`src/rtl/mac_accum_drain.sv`:
```
`default_nettype none
// ============================================================================
// Module   : mac_accum_drain
// Brief    : Aligns a pipelined MAC result with its beat and accumulates it with
//            saturation. Completed dot products drain through a credit-guarded
//            output FIFO.
// Revision : 1.0 - initial release
// ============================================================================
module mac_accum_drain #(
    parameter int MAC_LATENCY = 2,
    parameter int ACC_W       = 32,
    parameter int FIFO_DEPTH  = 4
) (
    input  logic                    clock0,
    input  logic                    resetn,
    input  logic                    in_valid,
    input  logic                    in_last,
    output logic                    in_ready,
    input  logic signed [ACC_W-1:0] mac_result,
    output logic                    out_valid,
    input  logic                    out_ready,
    output logic signed [ACC_W-1:0] out_sum,
    output logic                    out_ovf
);
    localparam int c_AW = (FIFO_DEPTH > 1) ? $clog2(FIFO_DEPTH) : 1;
    localparam int c_CW = c_AW + 1;
    localparam logic [c_CW:0] c_depth = (c_CW + 1)'(FIFO_DEPTH);

    typedef enum logic [0:0] {S_IDLE = 1'b0, S_ACCUM = 1'b1} state_t;

    state_t                   r_state, w_state_next;
    logic [MAC_LATENCY-1:0]   r_pv, r_pl;
    logic signed [ACC_W-1:0]  r_acc, w_acc_next, w_acc_op, w_sat_sum;
    logic                     r_ovf, w_ovf_next, w_ovf_new, w_sat;
    logic signed [ACC_W:0]    w_wide;
    logic                     w_accept, w_aligned, w_push, w_pop;
    logic [ACC_W:0]           w_push_data;
    logic [ACC_W:0]           r_mem [FIFO_DEPTH];
    logic [c_AW-1:0]          r_wr_ptr, r_rd_ptr, w_rd_next;
    logic [c_CW-1:0]          r_count, w_count_next, w_after_pop;
    logic [c_CW-1:0]          r_pend, w_pend_next;
    logic                     r_in_ready;
    logic signed [ACC_W-1:0]  r_out_sum;
    logic                     r_out_ovf;

    assign in_ready  = r_in_ready;
    assign out_valid = (r_count != '0);
    assign out_sum   = r_out_sum;
    assign out_ovf   = r_out_ovf;

    assign w_accept  = in_valid & r_in_ready;
    assign w_aligned = r_pv[MAC_LATENCY-1];
    assign w_push    = w_aligned & r_pl[MAC_LATENCY-1];
    assign w_pop     = out_valid & out_ready;

    // valid/last travel alongside the operands so the beat lines up with mac_result
    generate
        if (MAC_LATENCY == 1) begin : g_pipe_one
            always_ff @(posedge clock0 or negedge resetn) begin
                if (!resetn) begin
                    r_pv <= '0;
                    r_pl <= '0;
                end else begin
                    r_pv <= w_accept;
                    r_pl <= w_accept & in_last;
                end
            end
        end else begin : g_pipe_multi
            always_ff @(posedge clock0 or negedge resetn) begin
                if (!resetn) begin
                    r_pv <= '0;
                    r_pl <= '0;
                end else begin
                    r_pv <= {r_pv[MAC_LATENCY-2:0], w_accept};
                    r_pl <= {r_pl[MAC_LATENCY-2:0], w_accept & in_last};
                end
            end
        end
    endgenerate

    assign w_acc_op  = (r_state == S_IDLE) ? '0 : r_acc;
    assign w_wide    = {w_acc_op[ACC_W-1], w_acc_op} + {mac_result[ACC_W-1], mac_result};
    assign w_sat     = w_wide[ACC_W] ^ w_wide[ACC_W-1];
    assign w_sat_sum = !w_sat ? w_wide[ACC_W-1:0]
                     : (w_wide[ACC_W] ? {1'b1, {(ACC_W-1){1'b0}}} : {1'b0, {(ACC_W-1){1'b1}}});
    assign w_ovf_new   = ((r_state == S_IDLE) ? 1'b0 : r_ovf) | w_sat;
    assign w_push_data = {w_ovf_new, w_sat_sum};

    always_comb begin
        w_state_next = r_state;
        w_acc_next   = r_acc;
        w_ovf_next   = r_ovf;
        if (w_aligned) begin
            if (r_pl[MAC_LATENCY-1]) begin
                w_state_next = S_IDLE;
                w_acc_next   = '0;
                w_ovf_next   = 1'b0;
            end else begin
                w_state_next = S_ACCUM;
                w_acc_next   = w_sat_sum;
                w_ovf_next   = w_ovf_new;
            end
        end
    end

    always_ff @(posedge clock0 or negedge resetn) begin
        if (!resetn) begin
            r_state <= S_IDLE;
            r_acc   <= '0;
            r_ovf   <= 1'b0;
        end else begin
            r_state <= w_state_next;
            r_acc   <= w_acc_next;
            r_ovf   <= w_ovf_next;
        end
    end

    always_comb begin
        w_pend_next = r_pend;
        if ((w_accept & in_last) && !w_push)
            w_pend_next = r_pend + c_CW'(1);
        else if (!(w_accept & in_last) && w_push)
            w_pend_next = r_pend - c_CW'(1);
        w_count_next = r_count;
        if (w_push && !w_pop)
            w_count_next = r_count + c_CW'(1);
        else if (!w_push && w_pop)
            w_count_next = r_count - c_CW'(1);
    end

    assign w_rd_next   = w_pop ? r_rd_ptr + c_AW'(1) : r_rd_ptr;
    assign w_after_pop = w_pop ? r_count - c_CW'(1) : r_count;

    always_ff @(posedge clock0) begin
        if (w_push)
            r_mem[r_wr_ptr] <= w_push_data;
    end

    // Head register bypasses the RAM when the incoming entry becomes the head
    always_ff @(posedge clock0 or negedge resetn) begin
        if (!resetn) begin
            r_wr_ptr   <= '0;
            r_rd_ptr   <= '0;
            r_count    <= '0;
            r_pend     <= '0;
            r_in_ready <= 1'b0;
            r_out_sum  <= '0;
            r_out_ovf  <= 1'b0;
        end else begin
            if (w_push)
                r_wr_ptr <= r_wr_ptr + c_AW'(1);
            r_rd_ptr   <= w_rd_next;
            r_count    <= w_count_next;
            r_pend     <= w_pend_next;
            r_in_ready <= (({1'b0, w_count_next} + {1'b0, w_pend_next}) < c_depth);
            if (w_count_next != '0) begin
                if (w_after_pop == '0)
                    {r_out_ovf, r_out_sum} <= w_push_data;
                else
                    {r_out_ovf, r_out_sum} <= r_mem[w_rd_next];
            end
        end
    end
endmodule
`default_nettype wire

```
`config.mk`:
```
export PLATFORM = sky130hd
export DESIGN_NAME = mac_accum_drain
export DESIGN_NICKNAME = d
export VERILOG_FILES = /design/src/rtl/mac_accum_drain.sv
export SDC_FILE = /design/constraint.sdc
export NUM_CORES = 1
export LEC_CHECK = 0
export CAP_MARGIN = 20
export CORE_ASPECT_RATIO = 0.9
export CORE_UTILIZATION = 55
export CTS_BUF_LIST = sky130_fd_sc_hd__clkbuf_8
export DETAILED_ROUTE_END_ITERATION = 8
export DONT_BUFFER_PORTS = 1
export PLACE_DENSITY_LB_ADDON = 0.12
export SETUP_SLACK_MARGIN = 0.3
export SYNTH_ARGS = -nofsm -noshare
export SYNTH_HDL_FRONTEND = slang
export SYNTH_SLANG_ARGS = --single-unit
export TNS_END_PERCENT = 30
```
`constraint.sdc`:
```
create_clock -name clock0 -period 4.2 [get_ports clock0]
set_clock_uncertainty 0.15 [all_clocks]
set_input_delay 0.21 -clock clock0 [delete_from_list [all_inputs] [get_ports clock0]]
set_output_delay 0.21 -clock clock0 [all_outputs]
set_load 0.005 [all_outputs]
```
; ---- Word-level counts from Yosys, hierarchy flattened
; Memories as Yosys holds them, arrays and structs flattened.
; Cells that the tools add are included.
[totals]
regBits = 82
ramBits = 132
n_memories = 1
[mem_list]
columns = memory, depth, width, rd, rd_clocked_by_memory_dff, write_ports, line
row1 = r_mem, 4, 33, 1, 0, 1, 38  ; logic [ACC_W:0] r_mem [FIFO_DEPTH];
[op_classes]
n_addsub = 8
magnitude_cmp = 1
mux = 17
bitwise = 6
n_reduce_logical = 10
[op_table]
columns = cell, n
row1 = 32-bit two-way mux, 5
row2 = 32-bit by 32-bit adder with 33-bit output, 1
row3 = 3-bit two-way mux, 5
row4 = 3-bit by 1-bit adder with 3-bit output (second input constant), 2
row5 = 1-bit two-way mux, 6
row6 = 3-bit nonzero test, 2
row7 = 3-bit by 1-bit subtractor with 3-bit output (second input constant), 2
row8 = 2-bit by 1-bit adder with 2-bit output (second input constant), 2
row9 = 3-bit by 3-bit adder with 4-bit output, 1
row10 = 1-bit bitwise AND, 4
row11 = 1-bit logical AND, 4
row12 = 4-bit by 3-bit < comparator with 1-bit output (second input constant), 1
row13 = 1-bit logical NOT, 3
row14 = 3-bit logical NOT, 1
row15 = 2-bit two-way mux, 1
row16 = 1-bit OR, 1
row17 = 1-bit bitwise XOR, 1

; ---- Longest topological paths before layout
[depth]
ltp_word = 8
ltp_mapped = 14

; ---- Worst setup path before layout
; OpenSTA, ideal clock, no wires.
[synth_path]
path_type = register -> register
startpoint = reg r_state
endpoint = reg r_out_sum[30], in the netlist out_sum[30]
setup_ns = 0.121
arrival_ns = 3.011
required_time_ns = 3.929
path_slack_ns = 0.917
path_stages_with_launch = 13
path_buffers = 1
cell_sequence = dfrtp_1 > clkbuf_1 > nand2_1 > fa_1 > nand2b_1 > a21oi_1 > o21a_1 > o21ai_1 > o311ai_2 > a31oi_1 > or3_1 > a41o_2 > o221a_4
[synth_via]
elab_chain_len = 5
elab_cells_between_ends = 6
[synth_lines]
columns = item, line
row1 = "start, declared", 31  ; state_t r_state, w_state_next;
row2 = "start signal, assigned", 112  ; r_state <= w_state_next;
row3 = 32-bit two-way mux *, 81  ; assign w_acc_op = (r_state == S_IDLE) ? '0 : r_acc;
row4 = 32-bit by 32-bit adder with 33-bit output *, 82  ; assign w_wide = {w_acc_op[ACC_W-1], w_acc_op} + {mac_result[ACC_W-1], mac_result};
row5 = 32-bit two-way mux / 1-bit bitwise XOR (equally long branches), "85, 83"
row6 = 32-bit two-way mux *, 84  ; assign w_sat_sum = !w_sat ? w_wide[ACC_W-1:0]
row7 = net w_sat_sum[30], 33  ; logic signed [ACC_W-1:0] r_acc, w_acc_next, w_acc_op, w_sat_sum;
row8 = 32-bit two-way mux *, 157  ; if (w_after_pop == '0)
row9 = "end signal, assigned", 158  ; {r_out_ovf, r_out_sum} <= w_push_data;
row10 = "end signal, assigned", 160  ; {r_out_ovf, r_out_sum} <= r_mem[w_rd_next];
row11 = "end, declared", 43  ; logic signed [ACC_W-1:0] r_out_sum;
; Mark *: on every way through the listed nets, which the timed path passes. The rest lies on a longest branch.
; A chain may end at the register's enable or synchronous reset.

; ---- Worst setup path after layout
[layout_path]
startpoint = reg r_state
endpoint = mem r_mem[3][19] (netlist name), data pin
[layout_via]
elab_chain_len = 4
elab_cells_between_ends = 5
[layout_lines]
columns = item, line
row1 = 32-bit two-way mux *, 81
row2 = 32-bit by 32-bit adder with 33-bit output *, 82
row3 = 32-bit two-way mux / 1-bit bitwise XOR (equally long branches), "85, 83"
row4 = 32-bit two-way mux *, 84
row5 = net w_sat_sum[19], 33
row6 = "end, declared", 38
; Marks and branches as above.

==> results.toml <==
[routing]
avgRoutedWirePerCell_um = 23.0
vias = 7258
dr.pass1.iters = 5
drc_errors = 0
viasPerCell = 6.21
drtIter0Drc = 453
ant_nets = 0
routed_wl_um = 26900

[timing]
setup-violations-final = 0
fin_crit_ns = 3.81
relSlewSlack_pct = 31.2
post-route-period-util_pct = 90.7
hold_viol = 0
finalSetupTns_ns = 0
finalMaxSlewViolations = 0
rsz0062_at_grt = "true"
worst_slew_pin_slew_ns = 1.03
max_freq_ghz = 0.262

[cts]
clock_sinks = 214
cts_made_buffers = 35
root_buffer = "clkbuf_8"
cts_htree_levels = 2
clk_pin_slew_ns = 0.06
cts_tree = "yes"
insertion_delay_ns = 0.51
cts_buffer_depth = 3

[logic_synthesis]
syn_nets = 941
synth_top_area_share_pct = 37.0
ys_ff_latch = 214
yosysWarnings = 0
syn_avg_cell_area_um2 = 12.4
yosys-top-cells-count = "132 x edfxtp_1, 82 x dfrtp_1, 77 x nand2_1, 70 x a21oi_1, 49 x inv_1"
synth_area_leaders = "edfxtp_1 37%, dfrtp_1 19%, mux4_2 6.9%, ha_1 5.0%, a21oi_1 3.3%"
yosys.cell_types.count = 65
syn_inst = 860
async_flop_share_pct = 38.3
seq_area_frac_synth_pct = 56.2
synth_edf_count = 132
synth_top_cell_by_area = "edfxtp_1"
ys.flop_type = "edfxtp_1"
yosysMostFrequentCell = "edfxtp_1"
syn_area_mm2 = 0.0107

[die]
die_y_um = 134
core_area_mm2 = 0.0191
die_area_mm2 = 0.0200
rows = 48
start_util_pct = 56.1
fp.dieW_um = 149
io_pins = 72

[finish]
post-route-util_pct = 63.2
num_antenna_cells = 0
area_growth_pct = 12.7
final_nets = 973
drive_gt1_share_pct = 17.3
nFillCells = 1485

[placed_design]
gp_congestion = 0.906
hpwl_um = 18400
port_buffers = 0

[worst_setup_path]
crit_chain = "buf_8 > and2_1 > ha_1 > nand2_1 > a21o_1 > a211o_1 > nor4b_4 > or3_4 > a31oi_4 > buf_4 > a21oi_1 > inv_1"
crit_path_start_kind = "register"
cp.required_ns = 4.28
crit_path_end_kind = "register"
critPathMaxFanout = 31
critPathTopFamily = "compound AO/OA/AOI/OAI gates"
cp_data_arrival_time_ns = 3.89
slowest_stage = "dfrtp_1"
crit_type = "register to register"
worst-path-buf-inv = 3
slowest_delay_ns = 0.42

[grt]
grt_pass1_wl_um = 41600
grt-ovfl-total = 0
grt_pass1_vias = 7355
track_usage_pct = 27.8
grt_start_max_net_pins = 83
grt_antenna_before_repair = 0

[outcome]
outcome = "completed"

[hold_path]
min_path_type = "input port to register"

[flow_run]
maxCapViolCount = 0
-- worst reg2reg max path: stages (launching register included) --
cell and delay, ns:
dfrtp_1 0.42, buf_8 0.20, and2_1 0.18, ha_1 0.42, nand2_1 0.15, a21o_1 0.20
a211o_1 0.34, nor4b_4 0.32, or3_4 0.29, a31oi_4 0.16, buf_4 0.23, a21oi_1 0.32
inv_1 0.15
-- metal layers --
| layer | vias up | track usage (%) | routed length (um) |
|---|---|---|---|
| li1 | 3298 | - | - |
| met5 | - | 0 | 0 |
| met2 | 198 | 44.2 | 13100 |
| met1 | 3715 | 38.3 | 11700 |
| met4 | 0 | 8.96 | 645 |
| met3 | 47 | 5.61 | 1480 |
-- cells by family after synthesis --
| kind of cell | synth area share (%) |
|---|---|
| xor+xnor | 2.92 |
| mux | 6.94 |
| fa+ha+maj | 5.31 |
| simple gates | 8.88 |
| buf+inv | 3.60 |
| compound gates | 16.2 |
| flops | 56.2 |
-- per-stage QoR --
stage / setup WS [ns] / cells / cell area [um2] / hold WS [ns]
6_report: 0.389 / 1168 / 12100 / 0.0445
2_1_floorplan: 0.917 / 860 / 10700 / -0.236
5_1_grt: 0.233 / 1168 / 12100 / 0.0549
3_5_place_dp: 0.0312 / 1096 / 11100 / -0.234
3_3_place_gp: 0.0913 / 1096 / 11100 / -0.234
4_1_cts: 0.284 / 1165 / 11900 / 0.0260
-- layout by cell type (no fill, tap or decap), types with 4 or more instances in the layout --
master and count:
or3_1 4, o21bai_1 6, nand3_1 12, o21a_1 18, o21ai_1 11, a22o_1 10
clkbuf_8 43, inv_1 63, o21ai_0 22, ha_1 43, mux4_2 33, xnor2_1 23
xor2_1 8, nand4_1 5, buf_4 26, nand2b_1 7, nor2_1 28, edfxtp_1 132
and3_1 4, dlygate4sd3_1 4, a21oi_2 13, a31oi_1 11, and2_1 34, a21o_1 10
nand2_1 76, nor2b_1 4, o2bb2ai_1 23, a31o_2 4, a21oi_1 58, o211ai_1 28
dfrtp_1 82, nor3_1 7
-- final timing paths --
check / startpoint / to / slack (ns) / cells past startpoint
setup / recovery: r_state$_DFFE_PN0P_ / r_mem[3][19]$_DFFE_PP_ / 0.39 / 12
hold / removal: mac_result[0] / r_mem[2][0]$_DFFE_PP_ / 0.04 / 2
setup reg to reg: r_state$_DFFE_PN0P_ / r_mem[3][19]$_DFFE_PP_ / 0.39 / 12
hold reg to reg: r_pv[0]$_DFF_PN0_ / r_pv[1]$_DFF_PN0_ / 0.19 / 0
max in group asynchronous: resetn / out_sum[25]$_DFFE_PN0P_ / 3.38 / 2
min in group asynchronous: resetn / r_count[2]$_DFF_PN0_ / 0.18 / 2
-- layout make-up --
class	instances	area, um2	area share (%)
multi-input cells	555	4470	37.1
clock buffers	43	592	4.91
clock inverters	20	130	1.08
repair buffers	36	353	2.92
well taps	250	313	2.59
inverters	50	188	1.56
flip-flops and latches	214	6020	49.9
-- state kept, by name, indices dropped and copies added (netlist names), 2 cells and up --
name,flops
r_wr_ptr,2
r_pl,2
r_rd_ptr,2
r_mem,132
r_pend,3
r_acc,32
r_pv,2
out_sum,32
r_count,3
-- repair_timing --
action / CTS / global route
hold endpoints to repair: 86 / 0
gates resized for setup: 6 / 25
hold buffers: 5 / 0
cloned: 0 / 1
pin swaps: 1 / 6
setup endpoints to repair: 44 / 161
buffers inserted: 1 / 2
Power is not shown: default switching activity piles up to over one toggle a cycle in this logic, so the estimate is an artifact.
